==> config.mk <==
export PLATFORM = sky130hd
export DESIGN_NAME = bp_me_cce_mem_arbiter
export DESIGN_NICKNAME = d
export VERILOG_FILES = /design/src/rtl/bp_me_cce_mem_arbiter.sv
export SDC_FILE = /design/constraint.sdc
export NUM_CORES = 1
export LEC_CHECK = 0
export ABC_AREA = 1
export BUFFER_PORTS_ARGS = -buffer_cell sky130_fd_sc_hd__buf_2
export CORE_AREA = 2 2 252 254
export DETAILED_ROUTE_END_ITERATION = 16
export DIE_AREA = 0 0 254 256
export GPL_ROUTABILITY_DRIVEN = 0
export PLACE_DENSITY = 0.35
export SYNTH_ARGS = -nofsm -noshare
export SYNTH_HDL_FRONTEND = slang
export SYNTH_SLANG_ARGS = --single-unit
==> constraint.sdc <==
create_clock -name clk_i -period 2.5 [get_ports clk_i]
set_input_delay 0.125 -clock clk_i [delete_from_list [all_inputs] [get_ports clk_i]]
set_output_delay 0.125 -clock clk_i [all_outputs]
set_load 0.02 [all_outputs]
==> src/rtl/bp_me_cce_mem_arbiter.sv <==
// Round-robin mem_cmd arbiter for N CCEs with an in-order tag FIFO that
// routes each memory response back to the requester that issued it.
// Ports: clk_i, reset_i (sync, active-high); mem_cmd_i/_v_i/_ready_o (per
// requester, LSB-first slices); mem_cmd_o/_v_o/_ready_i (to memory);
// mem_resp_i/_v_i/_yumi_o (from memory); mem_resp_o/_v_o/_yumi_i (to
// requesters); err_o sticky protocol error.
// Optional: BP_ME_MEM_ARB_CREDIT_EN adds per-requester outstanding credits.
module bp_me_cce_mem_arbiter #(
  parameter int num_req_p   = 2,
  parameter int msg_width_p = 128,
  parameter int tag_els_p   = 4,
  parameter int max_out_p   = 2
) (
  input  logic                             clk_i,
  input  logic                             reset_i,
  input  logic [num_req_p*msg_width_p-1:0] mem_cmd_i,
  input  logic [num_req_p-1:0]             mem_cmd_v_i,
  output logic [num_req_p-1:0]             mem_cmd_ready_o,
  output logic [msg_width_p-1:0]           mem_cmd_o,
  output logic                             mem_cmd_v_o,
  input  logic                             mem_cmd_ready_i,
  input  logic [msg_width_p-1:0]           mem_resp_i,
  input  logic                             mem_resp_v_i,
  output logic                             mem_resp_yumi_o,
  output logic [msg_width_p-1:0]           mem_resp_o,
  output logic [num_req_p-1:0]             mem_resp_v_o,
  input  logic [num_req_p-1:0]             mem_resp_yumi_i,
  output logic                             err_o
);

  localparam int lg_req_lp = $clog2(num_req_p);
  localparam int lg_tag_lp = $clog2(tag_els_p);
  localparam int cnt_w_lp  = $clog2(tag_els_p + 1);

  typedef enum logic {e_idle, e_locked} state_e;

  state_e               state_q;
  logic [lg_req_lp-1:0] gnt_q;
  logic [lg_req_lp-1:0] rr_ptr_q;
  logic [lg_req_lp-1:0] sel;
  logic [lg_req_lp-1:0] gnt;
  logic [lg_req_lp-1:0] rr_nxt;
  logic [lg_req_lp-1:0] head;
  logic [num_req_p-1:0] elig;
  logic                 any_elig;
  logic                 cmd_hs;
  logic                 resp_act;
  logic                 resp_yumi;
  logic                 err_set;

  logic [lg_req_lp-1:0] tag_mem [tag_els_p];
  logic [lg_tag_lp-1:0] wptr_q;
  logic [lg_tag_lp-1:0] rptr_q;
  logic [cnt_w_lp-1:0]  cnt_q;
  logic                 full;
  logic                 empty;

  logic [msg_width_p-1:0] cmd_arr [num_req_p];

  for (genvar k = 0; k < num_req_p; k++) begin : g_slice
    assign cmd_arr[k] = mem_cmd_i[k*msg_width_p +: msg_width_p];
  end

  assign full  = (cnt_q == cnt_w_lp'(tag_els_p));
  assign empty = (cnt_q == '0);
  assign head  = tag_mem[rptr_q];

`ifdef BP_ME_MEM_ARB_CREDIT_EN
  localparam int cr_w_lp = $clog2(max_out_p + 1);

  logic [cr_w_lp-1:0] credit_q [num_req_p];

  always_comb begin
    elig = '0;
    for (int k = 0; k < num_req_p; k++) begin
      elig[k] = mem_cmd_v_i[k] & ~full
              & (credit_q[k] < cr_w_lp'(max_out_p));
    end
  end

  always_ff @(posedge clk_i) begin
    for (int k = 0; k < num_req_p; k++) begin
      if (reset_i) begin
        credit_q[k] <= '0;
      end else begin
        unique case ({cmd_hs & (gnt == lg_req_lp'(k)),
                      resp_yumi & (head == lg_req_lp'(k))})
          2'b10:   credit_q[k] <= credit_q[k] + cr_w_lp'(1);
          2'b01:   credit_q[k] <= credit_q[k] - cr_w_lp'(1);
          default: credit_q[k] <= credit_q[k];
        endcase
      end
    end
  end
`else
  assign elig = mem_cmd_v_i & {num_req_p{~full}};
`endif

  // Rotate eligibility so bit i is requester (rr_ptr + i) mod N; the
  // lowest set bit wins, scanned high-to-low so the last write sticks.
  logic [2*num_req_p-1:0] rot;
  logic [lg_req_lp:0]     sum;

  always_comb begin
    rot      = {elig, elig} >> rr_ptr_q;
    sel      = rr_ptr_q;
    any_elig = 1'b0;
    sum      = '0;
    for (int i = num_req_p - 1; i >= 0; i--) begin
      if (rot[i]) begin
        sum = {1'b0, rr_ptr_q} + (lg_req_lp+1)'(i);
        if (sum >= (lg_req_lp+1)'(num_req_p)) begin
          sum = sum - (lg_req_lp+1)'(num_req_p);
        end
        sel      = sum[lg_req_lp-1:0];
        any_elig = 1'b1;
      end
    end
  end

  assign gnt = (state_q == e_locked) ? gnt_q : sel;

  assign mem_cmd_v_o = ~reset_i & ((state_q == e_locked) | any_elig);
  assign cmd_hs      = mem_cmd_v_o & mem_cmd_ready_i;
  assign mem_cmd_o   = cmd_arr[gnt];

  always_comb begin
    mem_cmd_ready_o      = '0;
    mem_cmd_ready_o[gnt] = cmd_hs;
  end

  assign rr_nxt = (gnt == lg_req_lp'(num_req_p - 1))
                ? '0 : gnt + lg_req_lp'(1);

  assign resp_act   = ~reset_i & mem_resp_v_i & ~empty;
  assign resp_yumi  = resp_act & mem_resp_yumi_i[head];
  assign mem_resp_o = mem_resp_i;

  always_comb begin
    mem_resp_v_o       = '0;
    mem_resp_v_o[head] = resp_act;
  end

  assign mem_resp_yumi_o = resp_yumi;

  assign err_set = (mem_resp_v_i & empty)
                 | (|(mem_resp_yumi_i & ~mem_resp_v_o));

  always_ff @(posedge clk_i) begin
    if (reset_i) begin
      state_q  <= e_idle;
      gnt_q    <= '0;
      rr_ptr_q <= '0;
      wptr_q   <= '0;
      rptr_q   <= '0;
      cnt_q    <= '0;
      err_o    <= 1'b0;
    end else begin
      unique case (state_q)
        e_idle: begin
          if (any_elig & ~mem_cmd_ready_i) begin
            state_q <= e_locked;
            gnt_q   <= sel;
          end
        end
        e_locked: begin
          if (mem_cmd_ready_i) state_q <= e_idle;
        end
        default: state_q <= e_idle;
      endcase

      if (cmd_hs) begin
        rr_ptr_q <= rr_nxt;
        wptr_q   <= wptr_q + lg_tag_lp'(1);
      end
      if (resp_yumi) rptr_q <= rptr_q + lg_tag_lp'(1);

      unique case ({cmd_hs, resp_yumi})
        2'b10:   cnt_q <= cnt_q + cnt_w_lp'(1);
        2'b01:   cnt_q <= cnt_q - cnt_w_lp'(1);
        default: cnt_q <= cnt_q;
      endcase

      err_o <= err_o | err_set;
    end
  end

  // Tag storage needs no reset: pointers and count define validity.
  always_ff @(posedge clk_i) begin
    if (cmd_hs) tag_mem[wptr_q] <= gnt;
  end

endmodule

# Word-level counts from Yosys, hierarchy flattened
# Memories as Yosys holds them, arrays and structs flattened. A register that Yosys moved wholly into a read port is not among the register bits.
# Cells that the tools add are included.
# classes
muxes	25
n_bitwise	21
reduce_logical	6
shifts	1
n_eq_ne	3
addsub	8
n_lt_le_gt_ge	7
# op_table
op	count
$mux W128	3
$mux W1	16
$and A2 B2 Y2	4
$and A1 B1 Y1	7
$pmux W3 S2	1
$not A1 Y1	5
$add A2 B1 Y2 const B	2
$ge A2 B2 Y1 const B	2
$lt A1 B2 Y1 const B	2
$mux W2	2
$shr A4 B1 Y2	1
$add A3 B1 Y3 const B	1
$eq A3 B3 Y1 const B	1
$logic_not A3 Y1	1
$or A1 B1 Y1	3
$sub A3 B1 Y3 const B	1
$add A1 B1 Y2 const B	1
$demux W1 S1	2
$eq A2 B1 Y1 const B	1
$eq A2 B2 Y1 const B	1
$ge A1 B1 Y1 const B	2
$ge A1 B2 Y1 const B	1
$logic_and A1 B1 Y1	2
$not A1 Y2	1
other kinds (7)	8
# totals
reg_bits	11
word_cells	79
n_memories	1
inputBits	392
output_inout_bits	263
ram_bits	4
# mem_list
name	words	width	read_ports	rd_ports_with_merged_regs	wr	line	source
tag_mem	4	1	1	1	1	51	logic [lg_req_lp-1:0] tag_mem [tag_els_p];

# Depth between registers and ports, before layout
# depth
word_depth	12
mapped_depth	15
depth_no_buf	15

# Worst setup path after synthesis
# OpenSTA, ideal clock, no wires.
# synth_path
path_kind	reg-to-reg
start	reg cnt_q[1]
end	reg cnt_q[2]
synth_period_minus_slack_ps	2239
arrival_ps	2116
n_path_buf	0
t_required_ps	2378
setup_time_ps	122
path_stages_with_launch	13
path_slack_ps	261
path_cell_list	dfxtp_1 -> nor2_2 -> nand2_1 -> o21ai_0 -> a21oi_1 -> nand2_1 -> ha_1 -> inv_1 -> fa_1 -> a21oi_1 -> o21ai_0 -> o21ai_0 -> a21oi_1
# synth_via
elab_chain_cells	11
word_cells_on_any_way	19
cone_classes	add/sub (2); eq/ne (3); shift (1); mux (3); bitwise (8); reduce/logical (2)
# synth_rtl
element	line	source
start, declared	54	logic [cnt_w_lp-1:0] cnt_q;
start signal, assigned	179	2'b10: cnt_q <= cnt_q + cnt_w_lp'(1);
start signal, assigned	180	2'b01: cnt_q <= cnt_q - cnt_w_lp'(1);
start signal, assigned	181	default: cnt_q <= cnt_q;
$eq A3 B3 Y1 *	64	assign full = (cnt_q == cnt_w_lp'(tag_els_p));
$not A1 Y1 *	96	assign elig = mem_cmd_v_i & {num_req_p{~full}};
$and A2 B2 Y2 *	96	
$shr A4 B1 Y2 *	105	rot = {elig, elig} >> rr_ptr_q;
$mux W1	110	if (rot[i]) begin
$mux W1 *	110	
$or A1 B1 Y1 *	123	assign mem_cmd_v_o = ~reset_i & ((state_q == e_locked) | any_elig);
$and A1 B1 Y1 *	123	
via mem_cmd_v_o	20	output logic mem_cmd_v_o,
$and A1 B1 Y1 *	124	assign cmd_hs = mem_cmd_v_o & mem_cmd_ready_i;
$eq A2 B1 Y1 or $eq A2 B2 Y1 (tied branches)	178	unique case ({cmd_hs, resp_yumi})
$pmux W3 S2 or $reduce_bool A2 Y1 (tied branches)	n/a	
# Mark *: on every way through the listed nets, which the timed path passes. The rest lies on a longest branch.
# A chain may end at the register's enable or synchronous reset.

# Final worst setup path
# layout_path
start	reg cnt_q[1]
end	out mem_cmd_o[107]
# layout_via
elab_chain_cells	11
# layout_rtl
element	line	source
$eq A3 B3 Y1 *	64	
$not A1 Y1 *	96	
$and A2 B2 Y2 *	96	
$shr A4 B1 Y2 *	105	
$mux W1	110	
$mux W1 *	110	
$mux W1 *	121	assign gnt = (state_q == e_locked) ? gnt_q : sel;
$not A1 Y2 (not written as such) *	125	assign mem_cmd_o = cmd_arr[gnt];
$mux W128 (not written as such) * (3 in a row)	125	
end, declared	19	output logic [msg_width_p-1:0] mem_cmd_o,
# Every way passes the cells marked *; elsewhere a longest branch is shown, timed or not. The select of a mux whose other input is x is not followed.

==> flow_summary.toml <==
[run_status]
outcome = "complete, no violations"

[clocking]
cts_setup_buffers = 0
ctsHoldBuffers = 0
cts.sinks = 17
cts_resized = 0
cts.clk_slew.worst_paths_ns = 0.05
cts_tree = "yes"
cts.htree.levels = 1
root_buffer = "clkbuf_16"
worstSkewPairLatency_ns = 0.25
cts_buffers = 3
clock_path_buffers = 2

[layout]
final_core_util_pct = 9.335
area_delta_synth_final_pct = 56.42
final_layout_size_suffix_gt1_share_pct = 45.42
diodes = 0
final_nets = 1326

[sta]
hold_violations = 0
slew-limit-headroom_pct = 49.12
slew_viol_final = 0
period_share_pct = 91.61
fin_skew_ns = 0.003921
rsz0062_at_grt = "no"
fin_crit_ns = 2.290
hold_ws_ns = 0.1024
fin_setup_tns_ns = 0
fmaxAchievable_mhz = 436.6
tightest_slew_ns = 0.7632
finalSetupViolCount = 0

[min_path]
min_from = "mem_cmd_ready_i"
hold_class = "in2reg"

[power_and_ir_drop]
p_clk_share_pct = 14.2
seq_power_share_pct = 13.4
p_int_mw = 1.086
ir_worst_vdd_uv = 147.0
netSwitchingFraction_pct = 52.51
power_density_nw_per_um2 = 392.7
p_leak_nw = 3.293
p_sw_mw = 1.201
pwr-share-comb_pct = 72.4

[grt]
track_usage_pct = 6.427
grt_max_degree = 71
antenna_found_initial = 2
grt-ovfl-total = 0
grt_pass1_vias = 5006
grt_pass1_wl_um = 31160

[critical_path]
path_max_fanout = 70
arrival_ns = 2.17
reg2reg_slack_ns = 0.30
crit_start = "cnt_q[1]"
startpoint_type = "flop"
critPathKind = "reg2out"
reg2reg_to = "cnt_q[2]"
endpoint = "mem_cmd_o[107]"
ff2ff_path_depth = 15
cp.required_ns = 2.38
cp-end-kind = "output pin"

[logic_synthesis]
yosys_warnings = 0
synth_edf_count = 4
ys_async_sr_fraction_pct = 0
ys_ff_latch = 17
synth_nets = 1085
syn-cell-area_um2 = 3724
synthDistinctLibCells = 23
syn_inst = 687
avgSynthCellArea_um2 = 5.420
seq_area_frac_synth_pct = 10.22
synth_ff_type = "dfxtp_1"

[floorplan]
dieArea_um2 = 65020
die_height_um = 256
boundaryPins = 655
core-area_um2 = 62390
placementRows = 92
chipWidth_um = 254
start_util_pct = 5.968

[detailed_routing]
vias = 5177
drc = 0
first_iter_violations = 264
drt-total-wl_um = 22750
drt-wirelength-per-cell_um = 12.83
vias_per_cell = 2.920
drt-pass1-iter-count = 4
ant_nets = 0

[place]
port_buffers = 398
dp_hpwl_um = 19490

[job]
maxCapViolations = 0
-- cells in the final DEF (no fill, tap or decap), types with 6 or more instances in the layout --
cell,n
buf_2,398
nor2_1,15
nand3_1,138
inv_1,24
nand2_1,289
a21oi_1,8
o21ai_0,6
dfxtp_1,12
-- cell usage after synthesis, drive strengths merged, types with 2 or more instances --
cell type	count	area share, %
nor2	16	1.7
nand3b	2	0.40
edfxtp	4	3.2
dfxtp	13	7.0
nand2	291	29
inv	25	2.5
nand3	139	19
clkbuf	8	0.81
ha	5	1.7
a21oi	8	1.1
buf	164	31
o21ai	8	1.2
-- per-layer routing --
layer	track usage, %	share of wire (%)	vias up
li1	-	-	2511
met1	5.667	31	2223
met2	12.37	52	387
met3	2.471	12	52
met4	3.170	5.4	4
met5	1.053	0.28	-
-- cell type report --
cell class	instances	area [µm²]
fill	7485	56570
timing repair buffer	408	2130
multi-input combinational	473	2081
tap	846	1059
sequential	17	381.6
inverter	25	93.84
clock buffer	3	75.07
clock inverter	1	5.005
-- per-stage QoR --
stage	cells	cell area (µm²)	total power, mW	setup WS (ns)
after detailed placement	1769	5741	1.980	0.2436
final	1773	5824	2.287	0.2097
after global placement	1769	5741	1.986	0.2089
after global routing	1773	5824	2.483	0.007999
after CTS	1773	5821	2.314	0.1735
after floorplan	687	3724	1.590	0.2615
-- power by group through the flow --
stage	Clock [mW]	Sequential (mW)	Combinational (mW)
4_1_cts	0.334	0.306	1.67
3_5_place_dp	0	0.312	1.67
3_3_place_gp	0	0.311	1.67
5_1_grt	0.349	0.308	1.83
2_1_floorplan	0	0.311	1.28
6_report	0.324	0.306	1.66
-- cells by family after synthesis --
family          count (synthesis)  synth area share (%)
simple gates                  449                 50.47
buf+inv                       197                 34.38
compound gates                 17                 2.487
flops                          17                 10.22
fa+ha+maj                       6                 2.218
xor+xnor                        1                0.2353
-- how the worst min path moves through the flow --
| stage | end | slack [ns] | cells past startpoint |
|---|---|---|---|
| 3_3_place_gp | mem_resp_o[103] | 0.25 | 0 |
| 5_1_grt | state_q | 0.11 | 2 |
| 3_5_place_dp | mem_resp_o[103] | 0.25 | 0 |
| 2_1_floorplan | cnt_q[1] | 0.20 | 1 |
| 4_1_cts | state_q | 0.10 | 2 |
| 6_report | state_q | 0.10 | 2 |
-- critical path, stage by stage (launching register included) --
cell and delay, ns:
dfxtp_1 0.33, nor2_2 0.18, nand2_1 0.12, nand2_1 0.09
o21ai_2 0.08, nand3_4 0.09, buf_12 0.30, buf_12 0.27
nand3_1 0.15, nand2_1 0.11, buf_2 0.16
Power figures use the tool's default switching activity.
